[src/rtl/resilient_stage_ctrl.sv]
// Purpose : controller for one timing-resilient pipeline stage (capture, error sample, recover/retry, deliver).
// Latency : error-free token takes ERR_WIN+3 cycles from start to r_valid; each retry adds RECOV_CYC+1+ERR_WIN.
// Backpr. : a new token starts only when the output register is empty or draining (r_ready); l_ready is a 1-cycle accept pulse.
//
// Ports:
//   clk, rst                  clock, asynchronous active-high reset
//   l_valid, l_data, l_ready  left channel; l_ready pulses once when the token is consumed
//   r_valid, r_data, r_ready  right channel; r_valid/r_data registered
//   err, mode                 per-lane error flags (used only in the sample cycle), operating mode
//   cap_en, sample            datapath latch capture strobe, error-detector sample strobe
//   err_cnt, err_lane_last    saturating error count, err vector of the latest hit
//   err_fatal                 sticky flag: a token was delivered with an unresolved error
module resilient_stage_ctrl #(
  parameter int DW        = 16,
  parameter int N_ERR     = 4,
  parameter int ERR_WIN   = 2,
  parameter int RECOV_CYC = 2,
  parameter int MAX_RETRY = 3,
  parameter int CNT_W     = 16
) (
  input  logic             clk,
  input  logic             rst,
  input  logic             l_valid,
  input  logic [DW-1:0]    l_data,
  output logic             l_ready,
  output logic             r_valid,
  output logic [DW-1:0]    r_data,
  input  logic             r_ready,
  input  logic [N_ERR-1:0] err,
  input  logic [1:0]       mode,
  output logic             cap_en,
  output logic             sample,
  output logic [CNT_W-1:0] err_cnt,
  output logic [N_ERR-1:0] err_lane_last,
  output logic             err_fatal
);

  // Counter widths: each counter only has to hold its reload value (PARAM-1).
  localparam int WCNT_W  = (ERR_WIN > 1)   ? $clog2(ERR_WIN)       : 1;
  localparam int RCNT_W  = (RECOV_CYC > 1) ? $clog2(RECOV_CYC)     : 1;
  localparam int RETRY_W = $clog2(MAX_RETRY + 1);

  localparam logic [1:0] MODE_IGNORE = 2'b01;
  localparam logic [1:0] MODE_SAFE   = 2'b10;

  typedef enum logic [2:0] {
    IDLE = 3'd0,
    CAP  = 3'd1,
    WIN  = 3'd2,
    REC  = 3'd3,
    ACK  = 3'd4
  } state_t;

  state_t             state;
  logic [WCNT_W-1:0]  wcnt;
  logic [RCNT_W-1:0]  rcnt;
  logic [RETRY_W-1:0] retry;
  logic [DW-1:0]      data_reg;

  // Decision made in the sample cycle (WIN with wcnt==0). mode and err are
  // only looked at here, so changes elsewhere have no effect.
  logic start;
  logic hit;
  logic retry_left;
  logic do_recover;
  logic do_fatal;

  always_comb begin
    start      = l_valid && (!r_valid || r_ready);
    hit        = |err;
    retry_left = (retry < RETRY_W'(MAX_RETRY));
    do_recover = 1'b0;
    do_fatal   = 1'b0;
    if (mode == MODE_IGNORE) begin
      do_recover = 1'b0;
    end else if ((mode == MODE_SAFE) && (retry == '0)) begin
      // Safe mode always spends one recovery pass on the first capture.
      do_recover = 1'b1;
    end else begin
      do_recover = hit && retry_left;
      do_fatal   = hit && !retry_left;
    end
  end

  always_ff @(posedge clk or posedge rst) begin
    if (rst) begin
      state         <= IDLE;
      wcnt          <= '0;
      rcnt          <= '0;
      retry         <= '0;
      data_reg      <= '0;
      l_ready       <= 1'b0;
      r_valid       <= 1'b0;
      r_data        <= '0;
      cap_en        <= 1'b0;
      sample        <= 1'b0;
      err_cnt       <= '0;
      err_lane_last <= '0;
      err_fatal     <= 1'b0;
    end else begin
      // Strobes are registered: each is raised on the transition into the
      // cycle where it must be visible, and defaults low otherwise.
      cap_en  <= 1'b0;
      sample  <= 1'b0;
      l_ready <= 1'b0;

      // Right-channel drain; ACK below overrides in the same cycle.
      if (r_valid && r_ready) begin
        r_valid <= 1'b0;
      end

      unique case (state)
        IDLE: begin
          if (start) begin
            state  <= CAP;
            retry  <= '0;
            cap_en <= 1'b1;
          end
        end

        CAP: begin
          data_reg <= l_data;
          wcnt     <= WCNT_W'(ERR_WIN - 1);
          state    <= WIN;
          sample   <= (ERR_WIN == 1);
        end

        WIN: begin
          if (wcnt != '0) begin
            wcnt   <= wcnt - 1'b1;
            sample <= (wcnt == WCNT_W'(1));
          end else begin
            if (hit) begin
              if (err_cnt != {CNT_W{1'b1}}) begin
                err_cnt <= err_cnt + CNT_W'(1);
              end
              err_lane_last <= err;
            end
            if (do_fatal) begin
              err_fatal <= 1'b1;
            end
            if (do_recover) begin
              retry <= retry + 1'b1;
              rcnt  <= RCNT_W'(RECOV_CYC - 1);
              state <= REC;
            end else begin
              l_ready <= 1'b1;
              state   <= ACK;
            end
          end
        end

        REC: begin
          if (rcnt != '0) begin
            rcnt <= rcnt - 1'b1;
          end else begin
            // Recapture whatever the source now presents; it has had
            // RECOV_CYC cycles to settle.
            cap_en <= 1'b1;
            state  <= CAP;
          end
        end

        ACK: begin
          // Start condition guaranteed the output register is free here.
          r_data  <= data_reg;
          r_valid <= 1'b1;
          state   <= IDLE;
        end

        default: begin
          state <= IDLE;
        end
      endcase
    end
  end

endmodule
[config.mk]
export PLATFORM = sky130hd
export DESIGN_NAME = resilient_stage_ctrl
export DESIGN_NICKNAME = d
export VERILOG_FILES = /design/src/rtl/resilient_stage_ctrl.sv
export SDC_FILE = /design/constraint.sdc
export NUM_CORES = 1
export LEC_CHECK = 0
export CAP_MARGIN = 20
export CORE_ASPECT_RATIO = 2
export CORE_MARGIN = 4
export CORE_UTILIZATION = 49
export DETAILED_ROUTE_END_ITERATION = 10
export PLACE_DENSITY_LB_ADDON = 0.08
export SLEW_MARGIN = 5
export SYNTH_ARGS = -nofsm -noshare
export SYNTH_HDL_FRONTEND = slang
export SYNTH_SLANG_ARGS = --single-unit
[constraint.sdc]
create_clock -name clk -period 2.9 [get_ports clk]
set_input_delay 0.87 -clock clk [delete_from_list [all_inputs] [get_ports clk]]
set_output_delay 0.87 -clock clk [all_outputs]
set_load 0.03 [all_outputs]
==> results.md <==
- Hold slack: 0.482 ns
- R2r startpoint: state[2]$_DFFE_PP0P_
- Hold buffers post-CTS: 0
- DR vias/cell: 5.54
- Hold Startpoint: err_fatal$_DFFE_PP0P_
- Worst-skew pair later-pin latency: 0.34 ns
- Asr flop ratio synth: 100%
- Placed Cells incl. Taps: 342
- Crit-path leading delay family: compound AO/OA/AOI/OAI gates
- EDFF count, synth: 0
- Endpoints failing hold: 0
- Root Driver: clkbuf_8
- CP required: 3.15 ns
- Syn Area/Cell: 12.8 um2
- Tot Pwr: 0.00353 W
- TritonCTS Buffers: 9
- Minimum clock period: 2.49 ns
- Leak Pwr: 1.62 nW
- Total Wirelength: 5790 um
- Status: finished clean
- Slowest stage cell, crit path: o31ai_1
- Post-detailed-route DRC marker count: 0
- Post-synthesis cell type count: 42
- Post-cts sizing count: 0
- Worst path cell trace: clkdlybuf4s50_1 -> nor4_1 -> o31ai_1 -> nor3b_1 -> mux2i_1
- Initial DRC Count: 93
- Most used DFF post-synth: dfrtp_1
- Yosys warns: 0
- Post-route ant nets: 0
- Setup TNS: 0 ns
- Final setup fails: 0
- R2R cell count: 4
- Diodes inserted: 0
- Fillers: 433
- Area leader, netlist: dfrtp_1
- # IOs: 67
- Routed len/inst: 16.3 um
- Min-Delay Path Class: register to register
- Share of layout cells above drive strength 1: 20.3%
- Worst-margin pin slew: 0.743 ns
- Final Slew Violations: 0
- Tot GR Track Use: 18.8%
- Type of element capturing the critical path: register
- Setup Buffers After CTS: 0
- Worst Path Buf+Inv: 1
- Most area-consuming cells after synthesis: dfrtp_1, mux2_2, xor2_1, a21oi_1, nor4b_4
- Die Ht: 115 um
- CTS Buffer Depth: 2
- Post-synth top area share: 56.8%
- Setup Skew: 0.00524 ns
- Synth Net Count: 249
- Fmax: 401 MHz
- FP Rows: 38
- Reg-to-reg slack, setup: 0.76 ns
- Hold Crit Depth: 1
- Max VDD drop: 729 uV
- Die Span X: 61.6 um
- Htree depth: 3
- Cells after Synth: 220
- CP startpoint kind: input pin
- Pwr Density: 954 nW/um2
- DR vias: 1,972
- Largest net degree at the start of global routing: 45
- Layout area overhead: 31.4%
- WP data arrival: 2.75 ns
- Post-synthesis instance area: 2820 um2
- Clock Sinks: 64
- Nets@finish: 322
- Yosys reg bits: 64
- Die area: 7110 um2
- Worst Path Max Fanout: 6
- Vias in the first global route: 1,994
- CTS tree: yes
- Final GP Congestion: 0.767
- Final Non-Filler Cells: 356
- Half-perimeter wire length after detailed placement: 4220 um
- RSZ-0062 raised after global routing: no
- Slew headroom: 50.4%
- Reg-to-reg endpoint: err_cnt[1]$_DFFE_PP0P_
- Port Buffers: 66
- Reg clk slew, reported paths: 0.06 ns
- Crit share post-route: 85.9%
- Sequential share of the synthesized area: 56.8%
- Initial Utilization: 51.1%
- Setup CP Type: input pin to register
- Core area: 5520 um2
- Total grt overflow: 0
- Max Cap Violations: 0
- Antenna violations before repair: 0
- Worst stage delay on the critical path: 0.60 ns
- Drt pass-1 iters: 4
- Worst hold endpoint: err_fatal$_DFFE_PP0P_
- First-pass GRT wire length: 9690 um
[routing by layer]
metal  wire length (um)  part of all wire, %  global-route usage (%)  vias to the layer above
li1                   -                    -                       -                      931
met1               2160                   37                    21.1                      982
met2               3220                   56                    30.2                       51
met3                328                  5.7                    7.64                        8
met4                 73                  1.3                    8.50                        0
met5                  0                    0                       0                        -
[logic make-up after synthesis]
| group | count (synthesis) | share of synthesized area [%] |
|---|---|---|
| muxes | 36 | 14.2 |
| and+or+nand+nor | 59 | 14.0 |
| DFF | 64 | 56.8 |
| AOI/OAI and AO/OA | 29 | 6.97 |
| buffers and inverters | 18 | 3.28 |
| adders and majority gates | 3 | 1.33 |
| xor gates and xnor gates | 11 | 3.42 |
[cell usage in the layout (no fill, tap or decap), types with 4 or more instances in the layout]
cell | netlist | layout
a211oi_1 | 4 | 4
a21oi_1 | 10 | 10
buf_4 | 1 | 5
clkbuf_8 | 0 | 10
clkdlybuf4s50_1 | 0 | 66
dfrtp_1 | 64 | 64
inv_1 | 8 | 7
mux2_2 | 33 | 33
nand2_1 | 11 | 11
nand3_1 | 7 | 7
nand4_1 | 4 | 4
nor2_1 | 10 | 10
o21ai_0 | 6 | 6
xor2_1 | 10 | 10
[worst register-to-register path, cell delays in order, from the launching register on]
cell and delay, ns:
dfrtp_1 0.52, nor4b_4 0.61, nand2_2 0.28, a21oi_1 0.26
mux2_2 0.36
[area by class of cell]
class | instances | area [um2] | share of cell area (%)
timing repair buffer | 72 | 718 | 19.4
multi-input combinational | 138 | 1130 | 30.4
sequential | 64 | 1600 | 43.2
clock inverter | 1 | 5.00 | 0.135
inverter | 8 | 30.0 | 0.811
tap | 60 | 75.1 | 2.03
clock buffer | 13 | 149 | 4.02
[report_power, final]
group | total [W] | switching, W | internal, W
Sequential | 0.00147 | 0.000240 | 0.00123
Clock | 0.000631 | 0.000307 | 0.000323
Combinational | 0.00143 | 0.000738 | 0.000695
Total | 0.00353 | 0.00129 | 0.00225
[cell usage after synthesis (3+ instances only)]
library cell / count
nand3_1: 7
dfrtp_1: 64
nand2_1: 11
buf_2: 5
a31oi_1: 3
mux2_2: 33
nand4_1: 4
xor2_1: 10
nand3b_1: 3
nor2_1: 10
a21oi_1: 10
inv_1: 8
ha_1: 3
o21ai_0: 6
mux2i_1: 3
a211oi_1: 4
[stage by stage]
step | utilization, % | setup slack [ns] | instance area, um2
final | 67.2 | 0.408 | 3700
after detailed placement | 64.4 | 0.0376 | 3550
after CTS | 67.2 | 0.412 | 3700
after global routing | 67.2 | 0.263 | 3700
after global placement | 64.4 | 0.170 | 3550
after floorplan | - | 0.432 | 2820
[worst max path at each step]
stage	depth (start not counted)	from	to
4_1_cts	5	err[1]	retry[1]$_DFFE_PP0P_
3_5_place_dp	5	err[1]	retry[1]$_DFFE_PP0P_
3_3_place_gp	5	err[3]	retry[1]$_DFFE_PP0P_
5_1_grt	5	err[1]	retry[1]$_DFFE_PP0P_
6_report	5	err[1]	retry[1]$_DFFE_PP0P_
2_1_floorplan	1	rst	cap_en$_DFF_PP0_
(Power assumes the default switching activity.)
